<file path="config.mk">
export PLATFORM = sky130hd
export DESIGN_NAME = wb_stage_pipe_flat
export DESIGN_NICKNAME = d
export VERILOG_FILES = /design/src/rtl/wb_stage_pipe_if.sv /design/src/rtl/wb_stage_pipe.sv /design/src/flat_wrapper.sv
export SDC_FILE = /design/constraint.sdc
export NUM_CORES = 1
export LEC_CHECK = 0
export CELL_PAD_IN_SITES_DETAIL_PLACEMENT = 1
export CELL_PAD_IN_SITES_GLOBAL_PLACEMENT = 2
export CORE_ASPECT_RATIO = 0.9
export CORE_MARGIN = 8
export CORE_UTILIZATION = 22
export CTS_BUF_LIST = sky130_fd_sc_hd__clkbuf_8
export DETAILED_ROUTE_END_ITERATION = 7
export PLACE_DENSITY_LB_ADDON = 0.1
export SLEW_MARGIN = 5
export SYNTH_ARGS = -nofsm -noshare
export SYNTH_HDL_FRONTEND = slang
export SYNTH_SLANG_ARGS = --single-unit
</file>
<file path="constraint.sdc">
create_clock -name clk -period 3.1 [get_ports clk]
set_clock_uncertainty 0.15 [all_clocks]
set_input_delay 0.62 -clock clk [delete_from_list [all_inputs] [get_ports clk]]
set_output_delay 0.62 -clock clk [all_outputs]
set_load 0.05 [all_outputs]
</file>
<file path="src/rtl/wb_stage_pipe_if.sv">
// MEM -> WB stage bundle: valid/ready handshake, stall/flush and the registered
// writeback outputs. The slave modport is the stage; the master modport drives it.
interface wb_stage_pipe_if #(
  parameter int WIDTH   = 32,
  parameter int RADDR_W = 7,
  parameter int EXC_W   = 4
);
  logic                 in_valid;
  logic                 in_ready;
  logic                 flush;
  logic                 stall;
  logic [WIDTH-1:0]     pc_in;
  logic [WIDTH-1:0]     aluout;
  logic [WIDTH-1:0]     memdata;
  logic [2:0]           mem_read_type;
  logic                 memtoreg;
  logic                 regwrite_in;
  logic [RADDR_W-1:0]   rf_addr_in;
  logic [WIDTH-1:0]     rf_wdata_in;
  logic                 hilo_we_in;
  logic [2*WIDTH-1:0]   hilo_wdata_in;
  logic [EXC_W-1:0]     exception_in;
  logic [WIDTH-1:0]     epc_in;
  logic                 memwrite_in;
  logic                 is_ds_in;

  logic                 out_valid;
  logic                 rf_we;
  logic [RADDR_W-1:0]   rf_addr;
  logic [WIDTH-1:0]     rf_wdata;
  logic                 hilo_we;
  logic [2*WIDTH-1:0]   hilo_wdata;
  logic [WIDTH-1:0]     pc_out;
  logic [EXC_W-1:0]     exception_out;
  logic                 memwrite_out;
  logic                 is_ds_out;

  modport slave (
    input  in_valid, flush, stall, pc_in, aluout, memdata, mem_read_type,
           memtoreg, regwrite_in, rf_addr_in, rf_wdata_in, hilo_we_in,
           hilo_wdata_in, exception_in, epc_in, memwrite_in, is_ds_in,
    output in_ready, out_valid, rf_we, rf_addr, rf_wdata, hilo_we, hilo_wdata,
           pc_out, exception_out, memwrite_out, is_ds_out
  );

  modport master (
    output in_valid, flush, stall, pc_in, aluout, memdata, mem_read_type,
           memtoreg, regwrite_in, rf_addr_in, rf_wdata_in, hilo_we_in,
           hilo_wdata_in, exception_in, epc_in, memwrite_in, is_ds_in,
    input  in_ready, out_valid, rf_we, rf_addr, rf_wdata, hilo_we, hilo_wdata,
           pc_out, exception_out, memwrite_out, is_ds_out
  );
endinterface

</file>
<file path="src/rtl/wb_stage_pipe.sv">
// Registered writeback stage: load extraction, exception-gated RF/HI-LO writes.
// Optional WB_TRACE_EN adds debug trace ports and a 32-bit retire counter.
module wb_stage_pipe #(
  parameter int WIDTH         = 32,
  parameter int RADDR_W       = 7,
  parameter int EXC_W         = 4,
  parameter int EXC_PASS_CODE = 6
) (
  input  logic             clk,
  input  logic             resetn,
  wb_stage_pipe_if.slave   bus
`ifdef WB_TRACE_EN
  ,
  output logic [WIDTH-1:0] debug_wb_pc,
  output logic [3:0]       debug_wb_rf_wen,
  output logic [4:0]       debug_wb_rf_wnum,
  output logic [WIDTH-1:0] debug_wb_rf_wdata,
  output logic [31:0]      debug_retire_cnt
`endif
);

  logic                 valid_r;
  logic [WIDTH-1:0]     pc_r;
  logic [WIDTH-1:0]     wdata_r;
  logic [RADDR_W-1:0]   addr_r;
  logic                 regwrite_r;
  logic                 hilo_we_r;
  logic [2*WIDTH-1:0]   hilo_wdata_r;
  logic [EXC_W-1:0]     exc_r;
  logic [1:0]           epc_low_r;
  logic                 memwrite_r;
  logic                 is_ds_r;

  logic                 accept;
  logic [1:0]           off;
  logic [7:0]           byte_sel;
  logic [15:0]          half_sel;
  logic [WIDTH-1:0]     load_data;
  logic [WIDTH-1:0]     next_wdata;
  logic                 exc_none;
  logic                 rf_ok;

  // Only the low address/EPC bits matter here; the rest pass through MEM untouched.
  logic                 unused_bits;
  assign unused_bits = ^{bus.aluout[WIDTH-1:2], bus.epc_in[WIDTH-1:2]};

  assign bus.in_ready = !valid_r || !bus.stall;
  assign accept       = bus.in_valid && bus.in_ready && !bus.flush;

  always_comb begin
    off       = bus.aluout[1:0];
    byte_sel  = 8'(bus.memdata >> {off, 3'b000});
    half_sel  = 16'(bus.memdata >> {off[1], 4'b0000});
    load_data = bus.memdata;
    case (bus.mem_read_type)
      3'd1:    load_data = {{(WIDTH-8){byte_sel[7]}}, byte_sel};
      3'd2:    load_data = {{(WIDTH-8){1'b0}}, byte_sel};
      3'd3:    load_data = {{(WIDTH-16){half_sel[15]}}, half_sel};
      3'd4:    load_data = {{(WIDTH-16){1'b0}}, half_sel};
      default: load_data = bus.memdata;
    endcase
    next_wdata = bus.memtoreg ? load_data : bus.rf_wdata_in;
  end

  always_ff @(posedge clk or negedge resetn) begin
    if (!resetn) begin
      valid_r      <= 1'b0;
      pc_r         <= '0;
      wdata_r      <= '0;
      addr_r       <= '0;
      regwrite_r   <= 1'b0;
      hilo_we_r    <= 1'b0;
      hilo_wdata_r <= '0;
      exc_r        <= '0;
      epc_low_r    <= '0;
      memwrite_r   <= 1'b0;
      is_ds_r      <= 1'b0;
    end else if (bus.flush) begin
      valid_r <= 1'b0;
    end else if (bus.stall && valid_r) begin
      valid_r <= valid_r;
    end else if (accept) begin
      valid_r      <= 1'b1;
      pc_r         <= bus.pc_in;
      wdata_r      <= next_wdata;
      addr_r       <= bus.rf_addr_in;
      regwrite_r   <= bus.regwrite_in;
      hilo_we_r    <= bus.hilo_we_in;
      hilo_wdata_r <= bus.hilo_wdata_in;
      exc_r        <= bus.exception_in;
      epc_low_r    <= bus.epc_in[1:0];
      memwrite_r   <= bus.memwrite_in;
      is_ds_r      <= bus.is_ds_in;
    end else begin
      valid_r <= 1'b0;
    end
  end

  // The pass code still commits the RF write, but only for a word-aligned EPC.
  assign exc_none = (exc_r == '0);
  assign rf_ok    = exc_none || ((exc_r == EXC_W'(EXC_PASS_CODE)) && (epc_low_r == 2'b00));

  assign bus.out_valid     = valid_r;
  assign bus.rf_we         = valid_r && regwrite_r && rf_ok;
  assign bus.rf_addr       = addr_r;
  assign bus.rf_wdata      = wdata_r;
  assign bus.hilo_we       = valid_r && hilo_we_r && exc_none;
  assign bus.hilo_wdata    = hilo_wdata_r;
  assign bus.pc_out        = pc_r;
  assign bus.exception_out = exc_r;
  assign bus.memwrite_out  = valid_r && memwrite_r;
  assign bus.is_ds_out     = valid_r && is_ds_r;

`ifdef WB_TRACE_EN
  logic [31:0] retire_cnt;

  always_ff @(posedge clk or negedge resetn) begin
    if (!resetn) begin
      retire_cnt <= '0;
    end else if (valid_r && !bus.stall) begin
      retire_cnt <= retire_cnt + 32'd1;
    end
  end

  assign debug_wb_pc       = pc_r;
  assign debug_wb_rf_wen   = {4{bus.rf_we}};
  assign debug_wb_rf_wnum  = addr_r[4:0];
  assign debug_wb_rf_wdata = wdata_r;
  assign debug_retire_cnt  = retire_cnt;
`endif

endmodule
</file>
<file path="src/flat_wrapper.sv">
// flat-port wrapper written by rule: the top's interface ports become plain ports
module wb_stage_pipe_flat 
#(
  parameter int WIDTH         = 32,
  parameter int RADDR_W       = 7,
  parameter int EXC_W         = 4,
  parameter int EXC_PASS_CODE = 6
)
  (clk, resetn, bus_in_valid, bus_flush, bus_stall, bus_pc_in, bus_aluout, bus_memdata, bus_mem_read_type, bus_memtoreg, bus_regwrite_in, bus_rf_addr_in, bus_rf_wdata_in, bus_hilo_we_in, bus_hilo_wdata_in, bus_exception_in, bus_epc_in, bus_memwrite_in, bus_is_ds_in, bus_in_ready, bus_out_valid, bus_rf_we, bus_rf_addr, bus_rf_wdata, bus_hilo_we, bus_hilo_wdata, bus_pc_out, bus_exception_out, bus_memwrite_out, bus_is_ds_out);
  wb_stage_pipe_if #(.WIDTH(WIDTH), .RADDR_W(RADDR_W), .EXC_W(EXC_W)) bus_i ();
  input  logic clk;
  input  logic resetn;
  input wire logic [$bits(bus_i.in_valid)-1:0] bus_in_valid;
  input wire logic [$bits(bus_i.flush)-1:0] bus_flush;
  input wire logic [$bits(bus_i.stall)-1:0] bus_stall;
  input wire logic [$bits(bus_i.pc_in)-1:0] bus_pc_in;
  input wire logic [$bits(bus_i.aluout)-1:0] bus_aluout;
  input wire logic [$bits(bus_i.memdata)-1:0] bus_memdata;
  input wire logic [$bits(bus_i.mem_read_type)-1:0] bus_mem_read_type;
  input wire logic [$bits(bus_i.memtoreg)-1:0] bus_memtoreg;
  input wire logic [$bits(bus_i.regwrite_in)-1:0] bus_regwrite_in;
  input wire logic [$bits(bus_i.rf_addr_in)-1:0] bus_rf_addr_in;
  input wire logic [$bits(bus_i.rf_wdata_in)-1:0] bus_rf_wdata_in;
  input wire logic [$bits(bus_i.hilo_we_in)-1:0] bus_hilo_we_in;
  input wire logic [$bits(bus_i.hilo_wdata_in)-1:0] bus_hilo_wdata_in;
  input wire logic [$bits(bus_i.exception_in)-1:0] bus_exception_in;
  input wire logic [$bits(bus_i.epc_in)-1:0] bus_epc_in;
  input wire logic [$bits(bus_i.memwrite_in)-1:0] bus_memwrite_in;
  input wire logic [$bits(bus_i.is_ds_in)-1:0] bus_is_ds_in;
  output wire logic [$bits(bus_i.in_ready)-1:0] bus_in_ready;
  output wire logic [$bits(bus_i.out_valid)-1:0] bus_out_valid;
  output wire logic [$bits(bus_i.rf_we)-1:0] bus_rf_we;
  output wire logic [$bits(bus_i.rf_addr)-1:0] bus_rf_addr;
  output wire logic [$bits(bus_i.rf_wdata)-1:0] bus_rf_wdata;
  output wire logic [$bits(bus_i.hilo_we)-1:0] bus_hilo_we;
  output wire logic [$bits(bus_i.hilo_wdata)-1:0] bus_hilo_wdata;
  output wire logic [$bits(bus_i.pc_out)-1:0] bus_pc_out;
  output wire logic [$bits(bus_i.exception_out)-1:0] bus_exception_out;
  output wire logic [$bits(bus_i.memwrite_out)-1:0] bus_memwrite_out;
  output wire logic [$bits(bus_i.is_ds_out)-1:0] bus_is_ds_out;
  assign bus_i.in_valid = bus_in_valid;
  assign bus_i.flush = bus_flush;
  assign bus_i.stall = bus_stall;
  assign bus_i.pc_in = bus_pc_in;
  assign bus_i.aluout = bus_aluout;
  assign bus_i.memdata = bus_memdata;
  assign bus_i.mem_read_type = bus_mem_read_type;
  assign bus_i.memtoreg = bus_memtoreg;
  assign bus_i.regwrite_in = bus_regwrite_in;
  assign bus_i.rf_addr_in = bus_rf_addr_in;
  assign bus_i.rf_wdata_in = bus_rf_wdata_in;
  assign bus_i.hilo_we_in = bus_hilo_we_in;
  assign bus_i.hilo_wdata_in = bus_hilo_wdata_in;
  assign bus_i.exception_in = bus_exception_in;
  assign bus_i.epc_in = bus_epc_in;
  assign bus_i.memwrite_in = bus_memwrite_in;
  assign bus_i.is_ds_in = bus_is_ds_in;
  assign bus_in_ready = bus_i.in_ready;
  assign bus_out_valid = bus_i.out_valid;
  assign bus_rf_we = bus_i.rf_we;
  assign bus_rf_addr = bus_i.rf_addr;
  assign bus_rf_wdata = bus_i.rf_wdata;
  assign bus_hilo_we = bus_i.hilo_we;
  assign bus_hilo_wdata = bus_i.hilo_wdata;
  assign bus_pc_out = bus_i.pc_out;
  assign bus_exception_out = bus_i.exception_out;
  assign bus_memwrite_out = bus_i.memwrite_out;
  assign bus_is_ds_out = bus_i.is_ds_out;
  wb_stage_pipe #(.WIDTH(WIDTH), .RADDR_W(RADDR_W), .EXC_W(EXC_W), .EXC_PASS_CODE(EXC_PASS_CODE)) u_core (.clk(clk), .resetn(resetn), .bus(bus_i));
endmodule
</file>
After elaboration in Yosys (flattened, before gate mapping)
Cells that the tools add are included.

Register bits: 146. Output and inout port bits: 145. Bits of input ports: 248.

Bitwise operators: 2. Muxes and demuxes: 5. Reductions and logical operators: 18. Eq/ne operators: 6. Shifts and indexed selects: 2.

Operators with widths (number): $pmux W32 S4 (1); $mux W32 (1); $shr A32 B5 Y16 (1); $shr A32 B5 Y8 (1); $logic_and A1 B1 Y1 (10); $eq A3 B2 Y1 const B (2); $eq A4 B3 Y1 const B (1); $logic_not A4 Y1 (1); $eq A3 B1 Y1 const B (1); $eq A3 B3 Y1 const B (1); $logic_not A1 Y1 (3); $mux W1 (3); $reduce_and A3 Y1 (1); $logic_not A2 Y1 (1); $logic_or A1 B1 Y1 (2); $ne A2 B2 Y1 const B (1); $not A1 Y1 (2).

Longest topological paths before layout
Gate-level depths: netlist (run 1).

Depth in word-level cells: 7. Mapped depth: 7. Mapped depth without buffers: 5.

Least setup slack after synthesis (run 1)
OpenSTA, ideal clock, no wires.

Path type: reg2reg. Start: register u_core.valid_r (netlist: u_core.bus.out_valid). End: register u_core.hilo_wdata_r[14] (netlist: u_core.bus.hilo_wdata[14]). Clock period less this slack: 2.380 ns. Cell stages (with the launch flop): 7. Path buffers: 2. Data arrival time: 2.164 ns. Data required time: 2.884 ns. Library setup time: 0.066 ns. Path slack: 0.720 ns. Path through: dfrtp_1 nand2_1 nand3b_1 clkbuf_1 buf_1 nand2_1 nand2_1.

Word-level cells in the longest chain between the ends: 5. Elaborated cells on any way between the ends: 7. Those cells by class: bitwise: 1; reduce/logical: 6.

RTL lines: from (decl) (RTL line wb_stage_pipe.sv:22) `logic valid_r;`; from (signal assigned) (RTL line wb_stage_pipe.sv:81) `valid_r <= valid_r;`; $logic_not A1 Y1 (RTL line wb_stage_pipe.sv:47) `assign bus.in_ready = !valid_r || !bus.stall;`; $logic_or A1 B1 Y1 (RTL line wb_stage_pipe.sv:47); net bus_in_ready (RTL line flat_wrapper.sv:30) `output wire logic [$bits(bus_i.in_ready)-1:0] bus_in_ready;`; $logic_and A1 B1 Y1 (2 in series) (RTL line wb_stage_pipe.sv:48) `assign accept = bus.in_valid && bus.in_ready && !bus.flush;`; $reduce_and A3 Y1 (no source line); to (signal assigned) (RTL line wb_stage_pipe.sv:89) `hilo_wdata_r <= bus.hilo_wdata_in;`; to (decl) (RTL line wb_stage_pipe.sv:28) `logic [2*WIDTH-1:0] hilo_wdata_r;`.

The timed path passes the listed nets, and every way through them passes these cells. A chain may end at the register's enable or synchronous reset.

Worst setup path after layout (run 1)
Start: register u_core.valid_r (netlist: u_core.bus.out_valid). End: output port bus_memwrite_out.

Word-level cells in the longest chain between the ends: 1.

RTL lines: $logic_and A1 B1 Y1 (RTL line wb_stage_pipe.sv:111) `assign bus.memwrite_out = valid_r && memwrite_r;`; to (decl) (RTL line flat_wrapper.sv:39) `output wire logic [$bits(bus_i.memwrite_out)-1:0] bus_memwrite_out;`.

Every way passes these cells.

==> impl_results.md, run 1 <==
* Most Crowded Layer GR: met2
* Critical path type: flop to output port
* Vias/cell at ~4.2
* Placement Rows at 59
* Clock Pin Slew Worst Setup and Hold Paths at around 80 ps
* Clock latency on the worst-skew pair at ~450 ps
* Min cycle time layout at 2662 ps
* GRT overflow at 0
* PortBufs at 332
* Tcrit/Tclk final at 85.88%
* Critical Path RT at 2330 ps
* Fmax at 375.6 MHz
* Die boundary width at 197.4 um
* Final Setup Violations at 0
* Drt first pass iters at 4
* Sequential Power Share at 35.3%
* FF-to-FF Start: u_core.bus.out_valid$_DFFE_PN0P_
* Startpoint Class: flop
* CTS Buf Count at 17
* Hold Vio Cnt, Final at 0
* Cell with the most instances after synthesis: nand2_1
* Crit end category: output port
* CTS H-tree depth at 4
* Routed WL per cell at just under 20 um
* Synth Net Count at 995
* Final GP Congestion at 0.7614
* R2R Path End: u_core.hilo_we_r$_DFFE_PN0P_
* Status: completed
* Initial antenna violation count at 3
* Residual DRC at 0
* Final ANT Viol Nets at 0
* Post-synth top area share at ~56%
* FFs w/ async S/R, synth at 100.0%
* Mapped Cells at about 750
* CTS sink cnt at 146
* Pin count of the biggest net entering global routing at 83
* Worst-case clock buffer depth at 2
* Post-synth EDFFs at 0
* TritonCTS clock tree: yes
* Reg2reg setup slack at 1110 ps
* Hold WC Path Type: flop to flop
* Yosys warning total at 0
* PwrDens at 619.9 nW/um^2
* Final Instance Area at 10770 um^2
* Routed WL at 28560 um
* Placed Area at between 10000 and 15000 um^2
* Final-report max-slew violation count at 0
* Worst Path Max Fanout at 6
* Commonest cells in the netlist: nand2_1 (368), dfrtp_1 (146), a21oi_1 (40), clkbuf_1 (29), o21ai_0 (24)
* Max-slew headroom at 46.48%
* Yosys reg bits at roughly 150
* Power share of the clock group at 27.1%
* Least-Margin Pin Slew at 802.8 ps
* Met3 usage at 5.442%
* Starting density of the core at 22.46%
* HPWL after detailed placement at 21260 um
* Vias in the first global route at just under 7000
* First-pass GRT wire length at 43400 um
* Seq/Total Area, Yosys at 56.08%
* CP Launch Point: u_core.bus.out_valid$_DFFE_PN0P_
* Synth unique cells at 48
* Crit path to: bus_memwrite_out
* WP data arrival at 1890 ps
* Placed cell count at 1447
* IO Pins at just under 400
* Comb pwr share at 37.6%
* Internal at 4.100 mW
* # Post-CTS Setup Buffers at 0
* Clk root buf: clkbuf_8
* Max-cap violation count at 0
* Hold wc startpoint: u_core.bus.hilo_wdata[5]$_DFFE_PN0P_
* Hold WS at 325.1 ps
* Worst vdd ir at 247.8 uV
* Post-synth top area cell: dfrtp_1
* Main synth FF type: dfrtp_1
* Dominant cells by area after synthesis: dfrtp_1 (56%), nand2_1 (21%), a21oi_1 (3.1%)
* Initial drt markers at between 150 and 200
* Cell Area, Synth at 6515 um^2
* Die area at 35380 um^2
* Filler Cells Inserted at 3350
* Post-Syn Area per Cell at ~8.7 um^2
* Core ar. at 29010 um^2
* Met1 GRT Util at 20.62%
* R2R cell count at 5
* Synthesis-to-layout area growth at 65.35%
* Overall routing resource usage at between 10% and 20%
* RSZ-0062 raised after global routing: false
* Sw power at 2.579 mW
* Share of layout cells above drive strength 1 at 7.037%
* Sum of negative setup slack at 0 ps
* Static leakage at 4.840 nW
* Met2 usage at about a quarter
* Vias at between 6000 and 7000
* Util after Layout at between 30 and 40%
* Sw Share at 38.61%
* Die Y-Extent at 179.3 um
* Final Non-Filler Cells at 1477
* Nets at 1319
## critical path, stage by stage, from the launching register on
cell,delay (ps)
dfrtp_1,450
and2_1,160
clkdlybuf4s50_1,840
## placed cells by master (no fill, tap or decap), types with 3 or more instances in the layout
| cell | synthesis | layout |
|---|---|---|
| nand2_1 | 368 | 368 |
| clkdlybuf4s50_1 | 0 | 328 |
| buf_4 | 3 | 17 |
| clkbuf_8 | 0 | 17 |
| mux2i_1 | 3 | 3 |
| a221oi_1 | 14 | 14 |
| nor2_1 | 12 | 12 |
| buf_12 | 0 | 3 |
| nor2b_1 | 8 | 8 |
| mux2_2 | 14 | 14 |
| nand2b_1 | 10 | 10 |
| dfrtp_1 | 146 | 146 |
| o21ai_0 | 24 | 24 |
| a21oi_1 | 40 | 40 |
| or3_1 | 23 | 23 |
| bufinv_16 | 0 | 6 |
| inv_1 | 2 | 3 |
## layer usage
metal / up-vias / wire, um
met4: 4 / 425
met2: 164 / 13320
li1: 3054 / -
met3: 23 / 2169
met5: - / 23
met1: 3030 / 12620
## cell type report
cell class / count / area (um^2) / share of cell area, %
clock inverter: 11 / 214.0 / 1.986
inverter: 2 / 7.507 / 0.06969
multi-input combinational: 552 / 2649 / 24.59
timing repair buffer: 352 / 3517 / 32.65
tap: 396 / 495.5 / 4.599
antenna: 1 / 2.502 / 0.02323
clock buffer: 17 / 234.0 / 2.172
sequential: 146 / 3654 / 33.91
## stage by stage
step	power [mW]	setup WS (ps)
2_1_floorplan	3.817	720.0
3_3_place_gp	4.928	269.8
3_5_place_dp	4.941	253.7
4_1_cts	6.802	10.23
5_1_grt	7.014	286.8
6_report	6.679	437.7
## logic make-up after synthesis
family,after synthesis,synth area share (%)
buffers and inverters,49,3.438
AND/OR/NAND/NOR,438,27.85
XOR/XNOR,2,0.2689
multiplexers,18,3.226
adder cells (fa/ha/maj),1,0.1536
AO/OA/AOI/OAI,93,8.988
flip-flops,146,56.08
## how the worst min path moves through the flow
| stage | to | cells after the start |
|---|---|---|
| after floorplan | u_core.bus.exception_out[0]$_DFFE_PN0P_ | 0 |
| after global placement | u_core.hilo_we_r$_DFFE_PN0P_ | 2 |
| after detailed placement | u_core.bus.hilo_wdata[33]$_DFFE_PN0P_ | 2 |
| after CTS | u_core.bus.pc_out[26]$_DFFE_PN0P_ | 2 |
| after global routing | u_core.bus.pc_out[12]$_DFFE_PN0P_ | 2 |
| final | u_core.bus.hilo_wdata[5]$_DFFE_PN0P_ | 2 |
## repair_timing
action / 4_1_cts / 5_1_grt
resized for setup: 0 / 2
endpoints found under the setup margin: 0 / 2
hold buffers: 1 / 0
hold endpoints to repair: 50 / 0
## registers in the layout, summed over array words and instances, names as in the netlist
signal and flops:
u_core.bus.exception_out 4, u_core.bus.hilo_wdata 64, u_core.bus.out_valid 1, u_core.bus.pc_out 32, u_core.bus.rf_addr 7, u_core.bus.rf_wdata 32
u_core.epc_low_r 2, u_core.hilo_we_r 1, u_core.is_ds_r 1, u_core.memwrite_r 1, u_core.regwrite_r 1
## power by group through the flow
stage | clock, mW | combinational (mW) | sequential (mW)
after global routing | 1.94 | 2.67 | 2.40
after detailed placement | 0 | 2.55 | 2.39
after global placement | 0 | 2.54 | 2.38
after floorplan | 0 | 0.428 | 3.39
final | 1.81 | 2.51 | 2.35
after CTS | 1.88 | 2.56 | 2.36
No activity file was read; power rests on OpenSTA's default activity.
==> run 2, diff against run 1 <==
--- a/config.mk
+++ b/config.mk
@@ -13,6 +13,7 @@
 export CTS_BUF_LIST = sky130_fd_sc_hd__clkbuf_8
 export DETAILED_ROUTE_END_ITERATION = 7
 export PLACE_DENSITY_LB_ADDON = 0.1
+export SETUP_SLACK_MARGIN = 0.5
 export SLEW_MARGIN = 5
 export SYNTH_ARGS = -nofsm -noshare
 export SYNTH_HDL_FRONTEND = slang
==> impl_results.md, run 2 (synthesized netlist as in run 1, its figures left out) <==
* Crit end category: output port
* Seq. cell area at 3654 um^2 (unchanged)
* Synthesis-to-layout area growth at 65.07%
* Sum of negative setup slack at 0 ps (unchanged)
* Final GP Congestion at 0.7614 (unchanged)
* CP max stage delay at 860 ps (+20 ps)
* PwrDens at 620.8 nW/um^2 (+0.13%)
* Least-Margin Pin Slew at 802.6 ps (-0.1650 ps)
* Clk root buf: clkbuf_8
* GRT overflow at 0 (unchanged)
* Most frequent cells in the layout: nand2_1 (368), clkdlybuf4s50_1 (325), dfrtp_1 (146)
* R2R cell count at 5 (unchanged)
* Worst vdd ir at 247.7 uV (about the same)
* Die Y-Extent at 179.3 um (unchanged)
* Max FFs per register at 64 (unchanged)
* Starting density of the core at 22.46% (unchanged)
* Die boundary width at 197.4 um (unchanged)
* Vias/cell at 4.248 (about the same)
* FF-to-FF Start: u_core.bus.out_valid$_DFFE_PN0P_
* IO Pins at 393 (unchanged)
* Hold wc startpoint: u_core.bus.hilo_wdata[5]$_DFFE_PN0P_
* Hold WC Path Type: flop to flop
* Max-cap violation count at 0 (unchanged)
* Hold Path Stages at 2 (unchanged)
* Worst Path Max Fanout at 4 (-2)
* WP data arrival at 1730 ps (-160 ps)
* CP bufs+invs at 1 (unchanged)
* Hold WS at 325.1 ps (+0.001000 ps)
* Min cycle time layout at 2497 ps (-165.3 ps)
* Placement Rows at 59 (unchanged)
* Final-report max-slew violation count at 0 (unchanged)
* Worst-path cell chain: clkdlybuf4s50_1
* Vias at 6274 (-0.016%)
* Routed WL per cell at 19.33 um (about the same)
* Worst-case clock buffer depth at 2 (unchanged)
* Pin count of the biggest net entering global routing at 83 (unchanged)
* Drt first pass iters at 4 (unchanged)
* Residual DRC at 0 (unchanged)
* Static leakage at 4.818 nW (-0.44%)
* Core ar. at 29010 um^2 (unchanged)
* Reg2reg setup slack at 1110 ps (about the same)
* TritonCTS clock tree: yes
* CTS H-tree depth at 4 (unchanged)
* Nets at 1319 (unchanged)
* Crit path max-delay family: buffers and inverters
* Placed Area at 10310 um^2 (unchanged)
* Max-slew headroom at 46.49% (about the same)
* Final Instance Area at 10750 um^2 (-0.17%)
* Hold EP: u_core.bus.hilo_wdata[5]$_DFFE_PN0P_
* CTS Buf Count at 17 (unchanged)
* Vias in the first global route at 6767 (unchanged)
* First-pass GRT wire length at 43400 um (unchanged)
* Clock Pin Slew Worst Setup and Hold Paths at 90 ps (about the same)
* Tot Pwr at 6.676 mW (about the same)
* Final ANT Viol Nets at 0 (unchanged)
* Leading cell type in the layout, fill and taps excluded: nand2_1
* Startpoint Class: flop
* Hold Vio Cnt, Final at 0 (unchanged)
* Clock latency on the worst-skew pair at 450 ps (about the same)
* Die area at 35380 um^2 (unchanged)
* Filler Cells Inserted at 3354 (+0.12%)
* Overall routing resource usage at 16.08% (unchanged)
* Status: completed
* RSZ-0062 raised after global routing: false
* CTS sink cnt at 146 (unchanged)
* HPWL after detailed placement at 21260 um (unchanged)
* PortBufs at 332 (unchanged)
* Initial drt markers at 176 (unchanged)
* Routed WL at 28550 um (about the same)
* Final Setup Violations at 0 (unchanged)
* Fmax at 400.5 MHz (+6.6%)
* Share of layout cells above drive strength 1 at 7.222% (+0.19 points)
* Critical path type: flop to output port
* Multi-input logic area at 2649 um^2 (unchanged)
* Slowest stage cell, crit path: clkdlybuf4s50_1
* Initial antenna violation count at 3 (unchanged)
* R2R Path End: u_core.hilo_we_r$_DFFE_PN0P_
* Critical Path RT at 2330 ps (about the same)
* Tcrit/Tclk final at 80.55% (-5.3 points)
[run 2: cell types whose count changed in the layout (fill, tap and decap cells not counted)]
cell	before	now
buf_2	0	2
clkdlybuf4s50_1	328	325
dlygate4sd2_1	0	3
dlymetal6s2s_1	2	0
[run 2: routing by layer]
| layer | track usage (%) | vias up | wire length (um) |
|---|---|---|---|
| li1 | - | 3054 | - |
| met1 | 20.62 | 3029 | 12610 |
| met2 | 25.56 | 164 | 13330 |
| met3 | 5.442 | 23 | 2170 |
| met4 | 4.322 | 4 | 425 |
| met5 | 0 | - | 23 |
[run 2: worst max path at each step]
stage / startpoint / endpoint / slack [ps] / depth (start not counted)
final: u_core.bus.exception_out[2]$_DFFE_PN0P_ / bus_exception_out[2] / 600 / 1
after global routing: u_core.bus.out_valid$_DFFE_PN0P_ / bus_hilo_we / 500 / 3
after CTS: u_core.bus.out_valid$_DFFE_PN0P_ / bus_hilo_we / 460 / 3
after detailed placement: bus_aluout[1] / u_core.bus.rf_wdata[30]$_DFFE_PN0P_ / 250 / 6
after global placement: bus_aluout[1] / u_core.bus.rf_wdata[31]$_DFFE_PN0P_ / 270 / 6
after floorplan: u_core.bus.out_valid$_DFFE_PN0P_ / u_core.bus.hilo_wdata[14]$_DFFE_PN0P_ / 720 / 6
[run 2: layout make-up]
class	count	share of cell area, %
Timing Repair Buffer	352	32.53
Antenna cell	1	0.02327
Inverter	2	0.06981
Clock buffer	17	2.176
Sequential cell	146	33.97
Clock inverter	11	1.990
Multi-Input combinational cell	552	24.63
Tap cell	396	4.607
[run 2: timing repair]
action	in CTS	in global routing
hold buffers	1	0
resized for setup	11	2
setup endpoints to repair	5	1
endpoints found under the hold margin	50	0
setup buffers	0	0
[run 2: stage by stage]
step | std cells | util, % | setup slack, ps
floorplan | 747 | - | 720.0
global placement | 1447 | 35.53 | 269.8
detailed placement | 1447 | 35.53 | 253.7
CTS | 1476 | 37.08 | 462.8
global route | 1477 | 37.07 | 503.2
finish | 1477 | 37.07 | 603.0
[run 2: power breakdown]
| group | internal (mW) | total (mW) | switching, mW |
|---|---|---|---|
| registers | 2.20 | 2.35 | 0.158 |
| logic | 0.880 | 2.51 | 1.63 |
| clock network | 1.02 | 1.81 | 0.788 |
